File: src/rtl/sdram_arbiter_if.sv
// Bus bundle shared by the requester ports, the SDRAM arbiter and the SDRAM controller.
interface sdram_arbiter_if #(
    parameter int NUM_REQ = 3
);
    logic [NUM_REQ-1:0]    req_valid;
    logic [NUM_REQ*26-1:0] req_addr;
    logic [NUM_REQ-1:0]    req_write;
    logic [NUM_REQ*32-1:0] req_wdata;
    logic [NUM_REQ*4-1:0]  req_byte_en;
    logic [NUM_REQ-1:0]    req_ack;
    logic [31:0]           req_rdata;
    logic [NUM_REQ-1:0]    req_rdvalid;
    logic [NUM_REQ-1:0]    req_complete;

    logic                  sdram_req;
    logic [25:0]           sdram_addr;
    logic                  sdram_write;
    logic [31:0]           sdram_wdata;
    logic [3:0]            sdram_byte_en;
    logic                  sdram_ack;
    logic [31:0]           sdram_rdata;
    logic                  sdram_rdvalid;
    logic                  sdram_complete;

    // Arbiter side
    modport master (
        input  req_valid, req_addr, req_write, req_wdata, req_byte_en,
        output req_ack, req_rdata, req_rdvalid, req_complete,
        output sdram_req, sdram_addr, sdram_write, sdram_wdata, sdram_byte_en,
        input  sdram_ack, sdram_rdata, sdram_rdvalid, sdram_complete
    );

    // Requesters plus controller side
    modport slave (
        output req_valid, req_addr, req_write, req_wdata, req_byte_en,
        input  req_ack, req_rdata, req_rdvalid, req_complete,
        input  sdram_req, sdram_addr, sdram_write, sdram_wdata, sdram_byte_en,
        output sdram_ack, sdram_rdata, sdram_rdvalid, sdram_complete
    );
endinterface

File: src/rtl/sdram_arbiter.sv
// Single-outstanding SDRAM port arbiter: port 0 fixed priority, ports 1..NUM_REQ-1 round-robin.
module sdram_arbiter #(
    parameter int NUM_REQ = 3
) (
    input  logic           clk,
    input  logic           reset,
    sdram_arbiter_if.master bus
);
    localparam int IDX_W = $clog2(NUM_REQ);

    typedef enum logic [1:0] {IDLE, REQ, BUSY} state_e;

    state_e           state_q, state_d;
    logic [IDX_W-1:0] owner_q, owner_d;
    logic [IDX_W-1:0] rr_ptr_q, rr_ptr_d;
    logic             sdram_req_q, sdram_req_d;
    logic [25:0]      addr_q, addr_d;
    logic             write_q, write_d;
    logic [31:0]      wdata_q, wdata_d;
    logic [3:0]       be_q, be_d;

    logic             grant_vld;
    logic [IDX_W-1:0] grant_idx;
    logic [IDX_W-1:0] cand_idx;
    int               cand;
    logic [NUM_REQ-1:0] owner_oh;

    // Round-robin scan starts at rr_ptr and wraps over 1..NUM_REQ-1 only.
    always_comb begin
        grant_vld = 1'b0;
        grant_idx = '0;
        cand      = 0;
        cand_idx  = '0;
        if (bus.req_valid[0]) begin
            grant_vld = 1'b1;
        end else begin
            for (int k = 0; k < NUM_REQ - 1; k++) begin
                cand     = ((int'(rr_ptr_q) - 1 + k) % (NUM_REQ - 1)) + 1;
                cand_idx = IDX_W'(cand);
                if (!grant_vld && bus.req_valid[cand_idx]) begin
                    grant_vld = 1'b1;
                    grant_idx = cand_idx;
                end
            end
        end
    end

    always_comb begin
        for (int i = 0; i < NUM_REQ; i++) begin
            owner_oh[i] = (owner_q == IDX_W'(i));
        end
    end

    always_comb begin
        state_d          = state_q;
        owner_d          = owner_q;
        rr_ptr_d         = rr_ptr_q;
        sdram_req_d      = sdram_req_q;
        addr_d           = addr_q;
        write_d          = write_q;
        wdata_d          = wdata_q;
        be_d             = be_q;
        bus.req_ack      = '0;
        bus.req_rdvalid  = '0;
        bus.req_complete = '0;
        case (state_q)
            IDLE: begin
                if (grant_vld) begin
                    state_d     = REQ;
                    owner_d     = grant_idx;
                    sdram_req_d = 1'b1;
                    for (int i = 0; i < NUM_REQ; i++) begin
                        if (grant_idx == IDX_W'(i)) begin
                            addr_d  = bus.req_addr[i*26 +: 26];
                            write_d = bus.req_write[i];
                            wdata_d = bus.req_wdata[i*32 +: 32];
                            be_d    = bus.req_byte_en[i*4 +: 4];
                        end
                    end
                end
            end
            REQ: begin
                if (bus.sdram_ack) begin
                    bus.req_ack = owner_oh;
                    sdram_req_d = 1'b0;
                    // Fairness only advances when a shared port is actually accepted.
                    if (owner_q != '0) begin
                        rr_ptr_d = (int'(owner_q) == NUM_REQ - 1) ? IDX_W'(1) : owner_q + 1'b1;
                    end
                    if (bus.sdram_complete) begin
                        bus.req_complete = owner_oh;
                        state_d          = IDLE;
                    end else begin
                        state_d = BUSY;
                    end
                end
            end
            BUSY: begin
                bus.req_rdvalid = bus.sdram_rdvalid ? owner_oh : '0;
                if (bus.sdram_complete) begin
                    bus.req_complete = owner_oh;
                    state_d          = IDLE;
                end
            end
            default: state_d = IDLE;
        endcase
    end

    always_ff @(posedge clk) begin
        if (reset) begin
            state_q     <= IDLE;
            owner_q     <= '0;
            rr_ptr_q    <= IDX_W'(1);
            sdram_req_q <= 1'b0;
            addr_q      <= '0;
            write_q     <= 1'b0;
            wdata_q     <= '0;
            be_q        <= '0;
        end else begin
            state_q     <= state_d;
            owner_q     <= owner_d;
            rr_ptr_q    <= rr_ptr_d;
            sdram_req_q <= sdram_req_d;
            addr_q      <= addr_d;
            write_q     <= write_d;
            wdata_q     <= wdata_d;
            be_q        <= be_d;
        end
    end

    assign bus.req_rdata     = bus.sdram_rdata;
    assign bus.sdram_req     = sdram_req_q;
    assign bus.sdram_addr    = addr_q;
    assign bus.sdram_write   = write_q;
    assign bus.sdram_wdata   = wdata_q;
    assign bus.sdram_byte_en = be_q;
endmodule

File: src/flat_wrapper.sv
// flat-port wrapper written by rule: the top's interface ports become plain ports
module sdram_arbiter_flat 
#(
    parameter int NUM_REQ = 3
)
  (clk, reset, bus_req_valid, bus_req_addr, bus_req_write, bus_req_wdata, bus_req_byte_en, bus_req_ack, bus_req_rdata, bus_req_rdvalid, bus_req_complete, bus_sdram_req, bus_sdram_addr, bus_sdram_write, bus_sdram_wdata, bus_sdram_byte_en, bus_sdram_ack, bus_sdram_rdata, bus_sdram_rdvalid, bus_sdram_complete);
  sdram_arbiter_if #(.NUM_REQ(NUM_REQ)) bus_i ();
  input  logic clk;
  input  logic reset;
  input wire logic [$bits(bus_i.req_valid)-1:0] bus_req_valid;
  input wire logic [$bits(bus_i.req_addr)-1:0] bus_req_addr;
  input wire logic [$bits(bus_i.req_write)-1:0] bus_req_write;
  input wire logic [$bits(bus_i.req_wdata)-1:0] bus_req_wdata;
  input wire logic [$bits(bus_i.req_byte_en)-1:0] bus_req_byte_en;
  output wire logic [$bits(bus_i.req_ack)-1:0] bus_req_ack;
  output wire logic [$bits(bus_i.req_rdata)-1:0] bus_req_rdata;
  output wire logic [$bits(bus_i.req_rdvalid)-1:0] bus_req_rdvalid;
  output wire logic [$bits(bus_i.req_complete)-1:0] bus_req_complete;
  output wire logic [$bits(bus_i.sdram_req)-1:0] bus_sdram_req;
  output wire logic [$bits(bus_i.sdram_addr)-1:0] bus_sdram_addr;
  output wire logic [$bits(bus_i.sdram_write)-1:0] bus_sdram_write;
  output wire logic [$bits(bus_i.sdram_wdata)-1:0] bus_sdram_wdata;
  output wire logic [$bits(bus_i.sdram_byte_en)-1:0] bus_sdram_byte_en;
  input wire logic [$bits(bus_i.sdram_ack)-1:0] bus_sdram_ack;
  input wire logic [$bits(bus_i.sdram_rdata)-1:0] bus_sdram_rdata;
  input wire logic [$bits(bus_i.sdram_rdvalid)-1:0] bus_sdram_rdvalid;
  input wire logic [$bits(bus_i.sdram_complete)-1:0] bus_sdram_complete;
  assign bus_i.req_valid = bus_req_valid;
  assign bus_i.req_addr = bus_req_addr;
  assign bus_i.req_write = bus_req_write;
  assign bus_i.req_wdata = bus_req_wdata;
  assign bus_i.req_byte_en = bus_req_byte_en;
  assign bus_req_ack = bus_i.req_ack;
  assign bus_req_rdata = bus_i.req_rdata;
  assign bus_req_rdvalid = bus_i.req_rdvalid;
  assign bus_req_complete = bus_i.req_complete;
  assign bus_sdram_req = bus_i.sdram_req;
  assign bus_sdram_addr = bus_i.sdram_addr;
  assign bus_sdram_write = bus_i.sdram_write;
  assign bus_sdram_wdata = bus_i.sdram_wdata;
  assign bus_sdram_byte_en = bus_i.sdram_byte_en;
  assign bus_i.sdram_ack = bus_sdram_ack;
  assign bus_i.sdram_rdata = bus_sdram_rdata;
  assign bus_i.sdram_rdvalid = bus_sdram_rdvalid;
  assign bus_i.sdram_complete = bus_sdram_complete;
  sdram_arbiter #(.NUM_REQ(NUM_REQ)) u_core (.clk(clk), .reset(reset), .bus(bus_i));
endmodule
File: config.mk
export PLATFORM = sky130hd
export DESIGN_NAME = sdram_arbiter_flat
export DESIGN_NICKNAME = d
export VERILOG_FILES = /design/src/rtl/sdram_arbiter_if.sv /design/src/rtl/sdram_arbiter.sv /design/src/flat_wrapper.sv
export SDC_FILE = /design/constraint.sdc
export NUM_CORES = 1
export LEC_CHECK = 0
export ABC_AREA = 1
export CAP_MARGIN = 20
export CORE_AREA = 2 2 148 107
export CTS_CLUSTER_SIZE = 25
export DETAILED_ROUTE_END_ITERATION = 10
export DIE_AREA = 0 0 150 109
export HOLD_SLACK_MARGIN = 0.05
export PLACE_DENSITY = 0.78
export REMOVE_ABC_BUFFERS = 1
export SYNTH_ARGS = -nofsm -noshare
export SYNTH_HDL_FRONTEND = slang
export SYNTH_SLANG_ARGS = --single-unit
File: constraint.sdc
create_clock -name clk -period 1.4 [get_ports clk]
set_input_delay 0.28 -clock clk [delete_from_list [all_inputs] [get_ports clk]]
set_output_delay 0.28 -clock clk [all_outputs]
set_load 0.02 [all_outputs]
== Word level (Yosys, flattened, before mapping) ==
Index checks and enable logic that the tools add are counted.

* Flip-flop bits (word level): 70
* Latch bits: 0
* Memory bits (writable): 0
* ROM bits: 0
* Input port bits: 229
* Logic and storage cells: 79
* Memories kept: 0

* Add/sub/neg operators: 5
* Multiply operators: 0
* Divide/modulo/power cells: 0
* $lt $le $gt $ge: 2
* Eq/ne operators: 10
* Shift-type cells: 0
* Mux-type cells: 39
* Bitwise operators: 2
* Reduce and logical (&&, ||, !) cells: 13

{| class="wikitable"
|+ Operators by type and width
! kind !! count
|-
| $mux W32 || 3
|-
| $mux W26 || 3
|-
| $add A32 B2 Y32 const B || 1
|-
| $mux W3 || 6
|-
| $mux W2 || 8
|-
| $mux W4 || 3
|-
| $reduce_and A3 Y1 || 4
|-
| $mux W1 || 11
|-
| $eq A2 B2 Y1 const B || 4
|-
| $eq A2 B1 Y1 const B || 3
|-
| $logic_not A2 Y1 || 3
|-
| $lt A2 B3 Y1 const B || 2
|-
| $pmux W2 S3 || 1
|-
| $pmux W3 S2 || 1
|-
| $add A2 B2 Y2 const B || 2
|-
| $bmux W1 S2 || 2
|-
| $ne A2 B2 Y1 const B || 2
|-
| $reduce_bool A2 Y1 || 2
|-
| $reduce_bool A3 Y1 || 1
|-
| $sub A2 B1 Y3 const B || 1
|-
| $add A2 B1 Y2 const B || 1
|-
| $and A1 B1 Y1 || 2
|-
| $ne A2 B1 Y1 const B || 1
|-
| $pmux W1 S2 || 1
|-
| 3 further kinds || 3
|}

== Logic depth before layout (Yosys ltp) ==
Gate-level depths: netlist of run 1.

* Word-level depth: 15
* Depth in mapped cells: 12
* Depth with buffers taken out: 11

== Worst setup path after synthesis of run 1 ==
No wires, ideal clock.

* Path kind: reg-to-reg
* From: register u_core.rr_ptr_q[0]
* To: register u_core.addr_q[25], in the netlist u_core.bus.sdram_addr[25]
* Setup time: 0.122 ns
* Arrival: 1.300 ns
* Data required time: 1.278 ns
* Path slack: -0.022 ns
* Cell stages (with the launch flop): 11
* Buffers on the path: 1
* Period minus slack after synthesis: 1.422 ns
* Path through: dfxtp_1 > inv_1 > nand2_1 > nand2_1 > nor2_2 > nand2_2 > nand2_4 > inv_4 > clkbuf_1 > o21ai_0 > a21oi_2

* Cells in the longest elaborated chain, start to end: 14
* Elaborated cells between the ends (all ways): 26
* Classes of those cells: add/sub: 4; eq/ne: 2; mux: 13; bitwise: 2; reduce/logical: 5

{| class="wikitable"
|+ RTL lines
! what !! line !! RTL
|-
| start: declaration || sdram_arbiter.sv:15 || <nowiki>logic [IDX_W-1:0] rr_ptr_q, rr_ptr_d;</nowiki>
|-
| start signal: assignment || sdram_arbiter.sv:122 || <nowiki>rr_ptr_q <= rr_ptr_d;</nowiki>
|-
| $sub A2 B1 Y3 * || sdram_arbiter.sv:38 || <nowiki>cand = ((int'(rr_ptr_q) - 1 + k) % (NUM_REQ - 1)) + 1;</nowiki>
|-
| parallel branches: the longest is 13 deep, another holds $add A32 B2 Y32 || -- ||
|-
| end signal: assignment || sdram_arbiter.sv:124 || <nowiki>addr_q <= addr_d;</nowiki>
|-
| end: declaration || sdram_arbiter.sv:17 || <nowiki>logic [25:0] addr_q, addr_d;</nowiki>
|}

Mark *: on every way between the ends. The select of a mux whose other input is x is not followed.
A chain may end at the register's enable or synchronous reset.

== Worst setup path after layout of run 1 ==
* From: register u_core.state_q[0]
* To: output port bus_req_complete[0]

* Cells in the longest elaborated chain, start to end: 2
* Elaborated cells between the ends (all ways): 3
* Classes of those cells: eq/ne: 2; mux: 1

{| class="wikitable"
|+ RTL lines
! what !! line !! RTL
|-
| start: declaration || sdram_arbiter.sv:13 || <nowiki>state_e state_q, state_d;</nowiki>
|-
| start signal: assignment || sdram_arbiter.sv:120 || <nowiki>state_q <= state_d;</nowiki>
|-
| $eq A2 B2 Y1 or $eq A2 B1 Y1 (tied branches) || sdram_arbiter.sv:66 || <nowiki>case (state_q)</nowiki>
|-
| $pmux W3 S2 * || sdram_arbiter.sv:66 ||
|-
| end: declaration || flat_wrapper.sv:18 || <nowiki>output wire logic [$bits(bus_i.req_complete)-1:0] bus_req_complete;</nowiki>
|}

Every way passes the cells marked *; elsewhere a longest branch is shown, timed or not.

==> metrics.md, run 1 <==
| Metric | Value |
|---|---|
| Outcome | complete, but fails checks |
| Violated checks | negative setup slack |
| Syn Inst Count | 740 |
| Cts bufs inserted | 9 |
| Asr flop ratio synth | 0% |
| Hold WC Path Type | reg -> reg |
| Sw Ratio | 38.7% |
| Largest net degree at the start of global routing | 35 |
| Clock power frac | 19.3% |
| Clock latency on the worst-skew pair | 0.33 ns |
| Syn-to-layout area delta | 128% |
| Worst r2r src | u_core.rr_ptr_q[0] |
| Tcrit/Tclk final | 124% |
| CTS tree | done |
| Area of the multi-input gates | 3760 µm² |
| Synth Register Bits | 70 |
| Worst r2r dst | u_core.bus.sdram_addr[16] |
| VDD IR-drop max | between 0.6 and 0.7 mV |
| DR vias/cell | ~5.4 |
| Worst setup SP type | register |
| Antenna viol nets, final | 0 |
| Port Buffers | 269 |
| Worst Hold Depth | 2 |
| GRT overflow | 0 |
| Vias in the first global route | 6729 |
| Cell variety after synth | 27 |
| Most frequent cells in the layout | clkdlybuf4s50_1 (193), nand2_4 (76), nand2_2 (72) |
| Final Hold Vio Count | 0 |
| Req. time, crit path | ~1.1 ns |
| ANT cells | 0 |
| Critical path cell sequence | inv_2, ha_1, o211ai_1, nor2_1, buf_4 |
| Sequential share of power | between 20% and 30% |
| Hold endpoint | u_core.bus.sdram_wdata[0] |
| Gp weighted congestion | around 0.80 |
| PD cells | roughly 1000 nW/µm² |
| Htree depth | 3 |
| Post-route cell area | between 10000 and 15000 µm² |
| Cell area after synthesis | between 4000 and 5000 µm² |
| Max cap viols | 0 |
| Clk slew on worst S/H paths | about 0.06 ns |
| Final setup fails | 76 |
| Dpl hpwl | roughly 13 mm |
| Sink Count | 70 |
| Via count | 6894 |
| Top-level port count | 334 |
| Cell Rows | 38 |
| Setup Skew | 0.00702 ns |
| First-pass DRT Iterations | 4 |
| Fillers | ~1000 |
| Drt drc | 0 |
| Die height | approximately 110 µm |
| GRT Total Usage | 33.1% |
| Most common cell after layout, fill and taps aside | clkdlybuf4s50_1 |
| Die X | around 150 µm |
| Final Util | between 70 and 80% |
| Lkg Pwr | 5.26 nW |
| Seq. cell area | around 1400 µm² |
| Slew @ Worst Pin | about 0.35 ns |
| Fin nets | about 1300 |
| Post-route minimum period | 1.74 ns |
| Fmax | ~0.57 GHz |
| CP arrival | 1.46 ns |
| Initial drt markers | between 300 and 400 |
| Initial antenna violation count | 0 |
| CP Capture Type | output pin |
| Comb power frac | between 50 and 60% |
| Area of the die | approximately 16000 µm² |
| RSZ-0062 raised after global routing | yes |
| Critical path's largest stage delay | 0.37 ns |
| Slowest library cell on the worst path | dfxtp_2 |
| Crit path kind | reg -> out |
| Placed cell areas | a little under 8000 µm² |
| Starting Density | 32.2% |
| Worst R2R Path Depth | 11 |
| Worst Hold Launch | u_core.bus.sdram_wdata[0] |
| WL/cell | 23.4 µm |
| Most used DFF post-synth | dfxtp_1 |
| Register-to-register setup slack | -0.29 ns |
| Ys Warns | 0 |
| Max-Slew Margin vs Limit | between 70% and 80% |
| Global-route wire length before repair | 39.8 mm |
| Seq/Total Area, Yosys | 29.0% |
| Syn Area/Cell | between 6 and 7 µm² |
| Ratio of cells with drive above 1 in the final layout | 41.9% |
| Crit-path max FO | 3 |
| Final WS setup | -0.342 ns |
| CTS max path bufs | 2 |
| Sw Pwr | around 0.0043 W |
| Core area | approximately 15000 µm² |
| Root buffer cell | clkbuf_16 |
| Final Max Slew Viols | 0 |
| Drt total wl | 29.6 mm |
| EDFF count, synth | 0 |
| Cell internal pwr | 0.00677 W |
[routing by layer]
| metal | part of all wire [%] | routed length (µm) | vias to the layer above | GRT usage [%] |
|---|---|---|---|---|
| li1 | - | - | 3095 | - |
| met1 | 38 | 11200 | 3230 | 39.7 |
| met2 | 45 | 13400 | 454 | 52.9 |
| met3 | 12 | 3480 | 113 | 12.4 |
| met4 | 4.9 | 1460 | 2 | 14.6 |
| met5 | 0.19 | 56 | - | 2.50 |
[power groups by stage]
stage / Clock (W) / Sequential [W] / Combinational [W]
2_1_floorplan: 0 / 0.00294 / 0.00141
3_3_place_gp: 0 / 0.00254 / 0.00384
3_5_place_dp: 0 / 0.00255 / 0.00388
4_1_cts: 0.00219 / 0.00253 / 0.00603
5_1_grt: 0.00229 / 0.00259 / 0.00666
6_report: 0.00213 / 0.00255 / 0.00636
[cell usage after synthesis (2+ instances only)]
master    number  area (µm²)
a21oi_1       19        95.1
nor2_2         2        12.5
nand2_2        3        18.8
o21ai_0       61         305
buf_1          4        15.0
a21oi_2       50         438
nor2_1        15        56.3
nand3_1       64         320
clkbuf_1      30         113
buf_6          6        67.6
buf_4         44         330
dfxtp_1       70        1400
buf_2          6        30.0
nand4_1       66         413
ha_1           3        37.5
inv_1         74         278
nand3_2        2        20.0
nand2_1      212         796
[how the worst max path moves through the flow]
| stage | start | end | slack, ns | cells after the start |
|---|---|---|---|---|
| floorplan | u_core.rr_ptr_q[1] | u_core.bus.sdram_addr[24] | -1.45 | 10 |
| CTS | u_core.state_q[0] | bus_req_complete[0] | -0.35 | 5 |
| global placement | bus_sdram_ack | bus_req_complete[1] | -0.63 | 6 |
| global route | u_core.state_q[1] | bus_req_complete[1] | -0.45 | 7 |
| detailed placement | bus_sdram_ack | bus_req_complete[1] | -0.64 | 6 |
| finish | u_core.state_q[0] | bus_req_complete[0] | -0.34 | 5 |
[registers in the layout, indices dropped and copies added (netlist names)]
name	cells
u_core.bus.sdram_req	1
u_core.bus.sdram_write	1
u_core.rr_ptr_q	2
u_core.state_q	2
u_core.bus.sdram_byte_en	4
u_core.bus.sdram_wdata	32
u_core.bus.sdram_addr	26
u_core.owner_q	2
[critical path, delay by kind of cell, from the launching register on]
family	cells	cell delay (ns)
buf+inv	2	0.22
fa+ha+maj	1	0.30
flops	1	0.37
simple gates	1	0.12
compound gates	1	0.12
[timing repair]
item / CTS / global route
hold buffers: 0 / 0
gates resized for setup: 444 / 119
hold endpoints to repair: 0 / 0
setup buffers: 43 / 5
pin swaps: 137 / 123
cloned: 45 / 5
setup endpoints to repair: 141 / 77
[metrics by stage]
| step | setup TNS [ns] | power (W) | std cells | setup slack, ns | hold WS (ns) |
|---|---|---|---|---|---|
| 2_1_floorplan | -94.86 | 0.00435 | 650 | -1.45 | 0.349 |
| 3_3_place_gp | -38.26 | 0.00638 | 1164 | -0.630 | 0.451 |
| 3_5_place_dp | -40.25 | 0.00643 | 1164 | -0.641 | 0.462 |
| 4_1_cts | -14.60 | 0.0107 | 1267 | -0.348 | 0.469 |
| 5_1_grt | -19.60 | 0.0115 | 1268 | -0.454 | 0.505 |
| 6_report | -15.12 | 0.0110 | 1268 | -0.342 | 0.491 |
[cells by family after synthesis]
group | synth area share [%]
and+or+nand+nor | 34.7
buffers and inverters | 17.4
AOI/OAI and AO/OA | 18.1
DFF | 29.0
adders and majority gates | 0.776
[layout make-up]
cell class	count	area share, %
flip-flops and latches	70	12.8
well taps	200	2.26
clock buffers	12	2.23
clock inverters	4	0.204
multi-input cells	504	34.0
repair buffers	402	45.8
inverters	76	2.67
(Power assumes the default switching activity.)
==> run 2, diff against run 1 <==
- CAP_MARGIN: 20 -> default
- PLACE_DENSITY: 0.78 -> 0.84
==> run 2 against run 1 <==
Against the previous run: the run still ends with negative setup slack left; final area decreased by 2.3%; combinational power decreased by 3.6%; total power decreased by 1.9%; via count decreased by 0.67%; critical path depth increased by 1; register-to-register slack got worse by 0.04 ns; hold slack got worse by 0.033 ns; first-iteration DRC count increased by 14%; critical path type unchanged.
==> metrics.md, run 2 (synthesis results as in run 1) <==
| Metric | Value |
|---|---|
| Outcome | complete, but fails checks |
| Violated checks | negative setup slack |
| Drt total wl | 28.7 mm (-3.1%) |
| Antenna viol nets, final | 0 (unchanged) |
| DR vias/cell | 5.44 (about the same) |
| Fin nets | 1286 (-0.69%) |
| Die X | 150 µm (unchanged) |
| Max reg flops | 32 (unchanged) |
| Syn-to-layout area delta | 123% |
| First-pass DRT Iterations | 4 (unchanged) |
| Hold WC Path Type | reg -> reg |
| Setup crit start | u_core.state_q[1] |
| Sink Count | 70 (unchanged) |
| Crit path kind | reg -> out |
| Setup Skew | 0.00774 ns (+0.000714 ns) |
| Placed Cells | 1172 (+0.69%) |
| CTS max path bufs | 2 (unchanged) |
| Port Buffers | 269 (unchanged) |
| Setup tns final | -16.73 ns (-1.62 ns) |
| Starting Density | 32.2% (unchanged) |
| Met1 Use GR | 33.3% (-6.5 points) |
| Fillers | 1039 (+1.9%) |
| Global-route wire length before repair | 35.7 mm (-10%) |
| CTS tree | done |
| Top-level port count | 334 (unchanged) |
| CP arrival | 1.58 ns (+0.12 ns) |
| Via count | 6848 (-0.67%) |
| Die height | 109 µm (unchanged) |
| Final WS setup | -0.460 ns (-0.118 ns) |
| Worst Hold Depth | 2 (unchanged) |
| Finished Layout Cells | 1259 (-0.71%) |
| Largest net degree at the start of global routing | 35 (unchanged) |
| Layer with the highest usage | met2 |
| Max cap viols | 0 (unchanged) |
| Vias in the first global route | 6456 (-4.1%) |
| Fmax | 0.538 GHz (-6.3%) |
| Slew @ Worst Pin | 0.297 ns (-0.0539 ns) |
| Most frequent cells in the layout | clkdlybuf4s50_1 (193), nand2_2 (92), nand2_4 (74) |
| Worst setup SP type | register |
| Most common cell after layout, fill and taps aside | clkdlybuf4s50_1 |
| Htree depth | 3 (unchanged) |
| Met3 Track Usage GR | 13.3% (+0.88 points) |
| Met2 usage | 48.0% (-4.9 points) |
| Initial antenna violation count | 0 (unchanged) |
| Post-route minimum period | 1.86 ns (+0.118 ns) |
| Final setup fails | 76 (unchanged) |
| Final Max Slew Viols | 0 (unchanged) |
| Gp weighted congestion | 0.816 (+1.4%) |
| WL/cell | 22.8 µm (-2.4%) |
| Core area | 15000 µm² (unchanged) |
| ANT cells | 0 (unchanged) |
| Cell Rows | 38 (unchanged) |
| Ratio of cells with drive above 1 in the final layout | 45.5% (+3.7 points) |
| Clk slew on worst S/H paths | 0.06 ns (about the same) |
| Worst r2r src | u_core.rr_ptr_q[0] |
| Drt drc | 0 (unchanged) |
| Req. time, crit path | 1.12 ns (about the same) |
| Final Hold Vio Count | 0 (unchanged) |
| Max-Slew Margin vs Limit | 80.0% (+3.4 points) |
| Root buffer cell | clkbuf_16 |
| Tcrit/Tclk final | 133% (+8.4 points) |
| Area of the die | 16400 µm² (unchanged) |
| VDD IR-drop max | 0.714 mV (+17%) |
| Initial drt markers | 447 (+14%) |
| Cts bufs inserted | 9 (unchanged) |
| Worst Hold Launch | u_core.bus.sdram_req |
| CP Capture Type | output pin |
| RSZ-0062 raised after global routing | yes |
| Hold slack final | 0.458 ns (-0.0333 ns) |
| Total Power | 0.0108 W (-1.9%) |
| Clock latency on the worst-skew pair | 0.33 ns (about the same) |
| Dpl hpwl | 13.5 mm (+0.98%) |
| GRT Total Usage | 28.9% (-4.3 points) |
| Lkg Pwr | 5.06 nW (-3.8%) |
| Crit-path max FO | 3 (unchanged) |
| PD cells | 1000 nW/µm² (+0.35%) |
| Worst R2R Path Depth | 10 (-1) |
| GRT overflow | 0 (unchanged) |
-- run 2: cell types whose count changed in the layout (fill, tap and decap cells not counted), sizes merged --
| cell | previous run | this run |
|---|---|---|
| clkinvlp | 1 | 3 |
| clkbuf | 17 | 20 |
| buf | 135 | 123 |
| bufbuf | 2 | 0 |
| dlygate4sd2 | 67 | 66 |
| clkdlybuf4s15 | 0 | 1 |
-- run 2: through the flow --
step           util (%)  setup slack [ns]  cell area (µm²)
5_1_grt            71.9            -0.505            10800
6_report           71.9            -0.460            10800
4_1_cts            64.4            -0.422             9670
3_5_place_dp       51.9            -0.761             7800
2_1_floorplan         -             -1.45             4280
3_3_place_gp       51.9            -0.650             7800
-- run 2: layer usage --
metal | wire, µm | part of all wire, %
met1 | 10600 | 37
met2 | 13600 | 47
met3 | 3500 | 12
met4 | 907 | 3.2
met5 | 68 | 0.24
-- run 2: what timing repair did --
action                     4_1_cts  5_1_grt
resized for setup              351      259
setup buffers                   32       10
setup endpoints to repair      141       78
hold buffers                     0        0
gates cloned                    26       13
pin swaps                       51      107
-- run 2: cell type report --
cell class | instances | area [µm²] | share of cell area, %
timing repair buffer | 393 | 4630 | 42.9
multi-input combinational | 504 | 3930 | 36.4
sequential | 70 | 1420 | 13.1
inverter | 76 | 298 | 2.76
tap | 200 | 250 | 2.32
clock buffer | 10 | 239 | 2.21
clock inverter | 6 | 37.5 | 0.348
-- run 2: power breakdown --
| part | internal, W | leakage [nW] | switching, W | total [W] |
|---|---|---|---|---|
| clock network | 0.00124 | 0.130 | 0.000909 | 0.00215 |
| logic | 0.00296 | 4.35 | 0.00316 | 0.00613 |
| registers | 0.00235 | 0.583 | 0.000218 | 0.00256 |
-- run 2: path summary, 6_finish.rpt --
| kind | endpoint | slack, ns |
|---|---|---|
| worst max-delay path | bus_req_complete[2] | -0.46 |
| worst min-delay path | u_core.bus.sdram_req | 0.46 |
| worst max register to register | u_core.bus.sdram_wdata[19] | -0.33 |
| worst min register to register | u_core.bus.sdram_req | 0.46 |
-- run 2: worst max-delay path, cell delays in order (launching register included) --
cell	delay, ns
dfxtp_2	0.32
buf_4	0.14
ha_4	0.17
o211ai_1	0.25
buf_4	0.17
nor2_1	0.04
buf_4	0.15
==> run 3, diff against run 2 <==
- CELL_PAD_IN_SITES_DETAIL_PLACEMENT: default -> 1
- CELL_PAD_IN_SITES_GLOBAL_PLACEMENT: default -> 1
- CORE_AREA: 2 2 148 107 -> 2 2 185 132
- DIE_AREA: 0 0 150 109 -> 0 0 187 134
==> run 3 against run 2 <==
Against the previous run: the run still ends with negative setup slack left; critical endpoint is now bus_req_complete[1]; hold slack better by 0.030 ns; clock power grew 8%; critical path depth shrank 1; sequential cell count did not move; die area rose by 53%; combinational power grew 4.6%; highest routed layer is now met4.
==> metrics.md, run 3 (synthesis results as in run 1) <==
| Metric | Value |
|---|---|
| Outcome | complete, but fails checks |
| Violated checks | negative setup slack |
| Starting Density | 20.7% (-11 points) |
| DR vias/cell | 5.03 (-7.5%) |
| Tcrit/Tclk final | 134% (+1.4 points) |
| Setup tns final | -21.12 ns (-4.38 ns) |
| Hold WC Path Type | reg -> reg |
| Crit-path max FO | 3 (unchanged) |
| Max cap viols | 0 (unchanged) |
| RSZ-0062 raised after global routing | yes |
| Sequential share of power | 22.5% (-1.2 points) |
| Core area | 23300 µm² (+55%) |
| CTS max path bufs | 2 (unchanged) |
| WL/cell | 24.7 µm (+8.6%) |
| Final setup fails | 77 (+1.3%) |
| Cell Rows | 47 (+24%) |
| VDD IR-drop max | 0.606 mV (-15%) |
| Worst R2R Path Depth | 13 (+3) |
| Fillers | 2625 (+150%) |
| Worst Hold Launch | u_core.bus.sdram_req |
| First-pass DRT Iterations | 5 (+1) |
| Clk slew on worst S/H paths | 0.06 ns (about the same) |
| Sw Ratio | 40.0% (+0.45 points) |
| Top-level port count | 334 (unchanged) |
| Placed cell areas | 7920 µm² (+1.5%) |
| Drt total wl | 34.5 mm (+20%) |
| Root buffer cell | clkbuf_16 |
| Crit path kind | reg -> out |
| Max reg flops | 32 (unchanged) |
| PD cells | 997 nW/µm² (-0.67%) |
| Hold slack final | 0.488 ns (+0.0300 ns) |
| Post-Place Worst Slack | -0.759 ns (+0.00196 ns) |
| Sw Pwr | 0.00452 W (+5.3%) |
| Final Util | 48.5% (-23 points) |
| Post-route cell area | 11300 µm² (+4.8%) |
| Antenna viol nets, final | 0 (unchanged) |
| Register-to-register setup slack | -0.34 ns (about the same) |
| Global-route wire length before repair | 46.0 mm (+29%) |
| Fmax | 0.532 GHz (-1.1%) |
| Clock latency on the worst-skew pair | 0.34 ns (about the same) |
| Hold endpoint | u_core.bus.sdram_req |
| Cts bufs inserted | 9 (unchanged) |
| Area of the die | 25100 µm² (+53%) |
| Via count | 7017 (+2.5%) |
| Worst r2r src | u_core.rr_ptr_q[0] |
| Largest net degree at the start of global routing | 36 (+2.9%) |
| Worst Hold Depth | 2 (unchanged) |
| Htree depth | 3 (unchanged) |
| Req. time, crit path | 1.12 ns (about the same) |
| Clock power frac | 20.7% (+0.9 points) |
| Final Hold Vio Count | 0 (unchanged) |
| Worst setup SP type | register |
| CP arrival | 1.60 ns (+0.02 ns) |
| ANT cells | 0 (unchanged) |
| Max-Slew Margin vs Limit | 76.3% (-3.7 points) |
| Syn-to-layout area delta | 134% |
| GRT Total Usage | 24.5% (-4.3 points) |
| Initial drt markers | 303 (-32%) |
| Fin nets | 1303 (+1.3%) |
| Vias in the first global route | 7213 (+12%) |
| Most frequent cells in the layout | clkdlybuf4s50_1 (193), nand2_2 (92), nand2_4 (87) |
| Lkg Pwr | 5.28 nW (+4.2%) |
| Comb power frac | 56.8% (+0.3 points) |
| Dpl hpwl | 16.9 mm (+25%) |
| Die height | 134 µm (+23%) |
| CTS tree | done |
| Cell internal pwr | 0.00676 W (+3.3%) |
| Worst r2r dst | u_core.bus.sdram_wdata[9] |
| Port Buffers | 269 (unchanged) |
| Final WS setup | -0.480 ns (-0.0201 ns) |
| Slew @ Worst Pin | 0.352 ns (+0.0552 ns) |
| Setup Skew | 0.00815 ns (+0.000410 ns) |
| Ratio of cells with drive above 1 in the final layout | 46.9% (+1.4 points) |
| Post-route minimum period | 1.88 ns (+0.0201 ns) |
| CP Capture Type | output pin |
| Sink Count | 70 (unchanged) |
| GRT overflow | 0 (unchanged) |
| Final Max Slew Viols | 0 (unchanged) |
| Initial antenna violation count | 0 (unchanged) |
| Gp weighted congestion | 0.854 (+4.7%) |
| Drt drc | 0 (unchanged) |
| Die X | 187 µm (+25%) |
| Most common cell after layout, fill and taps aside | clkdlybuf4s50_1 |
## run 3: final cells by class
class	count	area (µm²)	area share, %
Clock buffer	12	236	2.09
Clock inverter	4	47.5	0.420
Inverter	76	300	2.65
Multi-Input combinational cell	504	4010	35.4
Sequential cell	70	1410	12.5
Tap cell	318	398	3.52
Timing Repair Buffer	410	4910	43.4
## run 3: power by group through the flow
stage          sequential (W)  combinational, W  clock [W]
3_5_place_dp          0.00256           0.00397          0
6_report              0.00254           0.00641    0.00233
3_3_place_gp          0.00254           0.00389          0
4_1_cts               0.00253           0.00569    0.00237
5_1_grt               0.00258           0.00671    0.00250
2_1_floorplan         0.00294           0.00141          0
## run 3: metal layers
| metal | vias to the layer above | share of wire (%) | global-route usage (%) | wire length, µm |
|---|---|---|---|---|
| li1 | 3103 | - | - | - |
| met1 | 3451 | 41 | 30.5 | 14100 |
| met2 | 389 | 48 | 40.6 | 16400 |
| met3 | 74 | 8.2 | 8.16 | 2840 |
| met4 | 0 | 3.2 | 7.10 | 1090 |
| met5 | - | 0 | 0.577 | 0 |
## run 3: what timing repair did
item                                    4_1_cts  5_1_grt
pin swaps                                   111       92
resized for setup                           418      224
endpoints found under the setup margin      141       78
hold buffers                                  0        0
gates cloned                                 34        9
hold endpoints to repair                      0        0
setup buffers                                38       21
## run 3: worst max path at each step
stage | start | end | slack (ns) | cells after the start
after floorplan | u_core.rr_ptr_q[1] | u_core.bus.sdram_addr[24] | -1.45 | 10
after global placement | bus_sdram_ack | bus_req_complete[1] | -0.70 | 6
after detailed placement | bus_sdram_ack | bus_req_complete[1] | -0.76 | 6
after CTS | u_core.state_q[1] | bus_req_complete[1] | -0.41 | 7
after global routing | u_core.state_q[0] | bus_req_complete[1] | -0.53 | 5
final | u_core.state_q[0] | bus_req_complete[1] | -0.48 | 5
## run 3: stage by stage
stage | power, W | cells
final | 0.0113 | 1394
after global routing | 0.0118 | 1394
after CTS | 0.0106 | 1374
after detailed placement | 0.00654 | 1288
after global placement | 0.00643 | 1288
after floorplan | 0.00435 | 650
## run 3: critical path, stage by stage (launching register included)
cell      delay [ns]
dfxtp_2         0.37
inv_2           0.07
ha_1            0.32
o211ai_1        0.14
nor2_1          0.17
buf_4           0.18
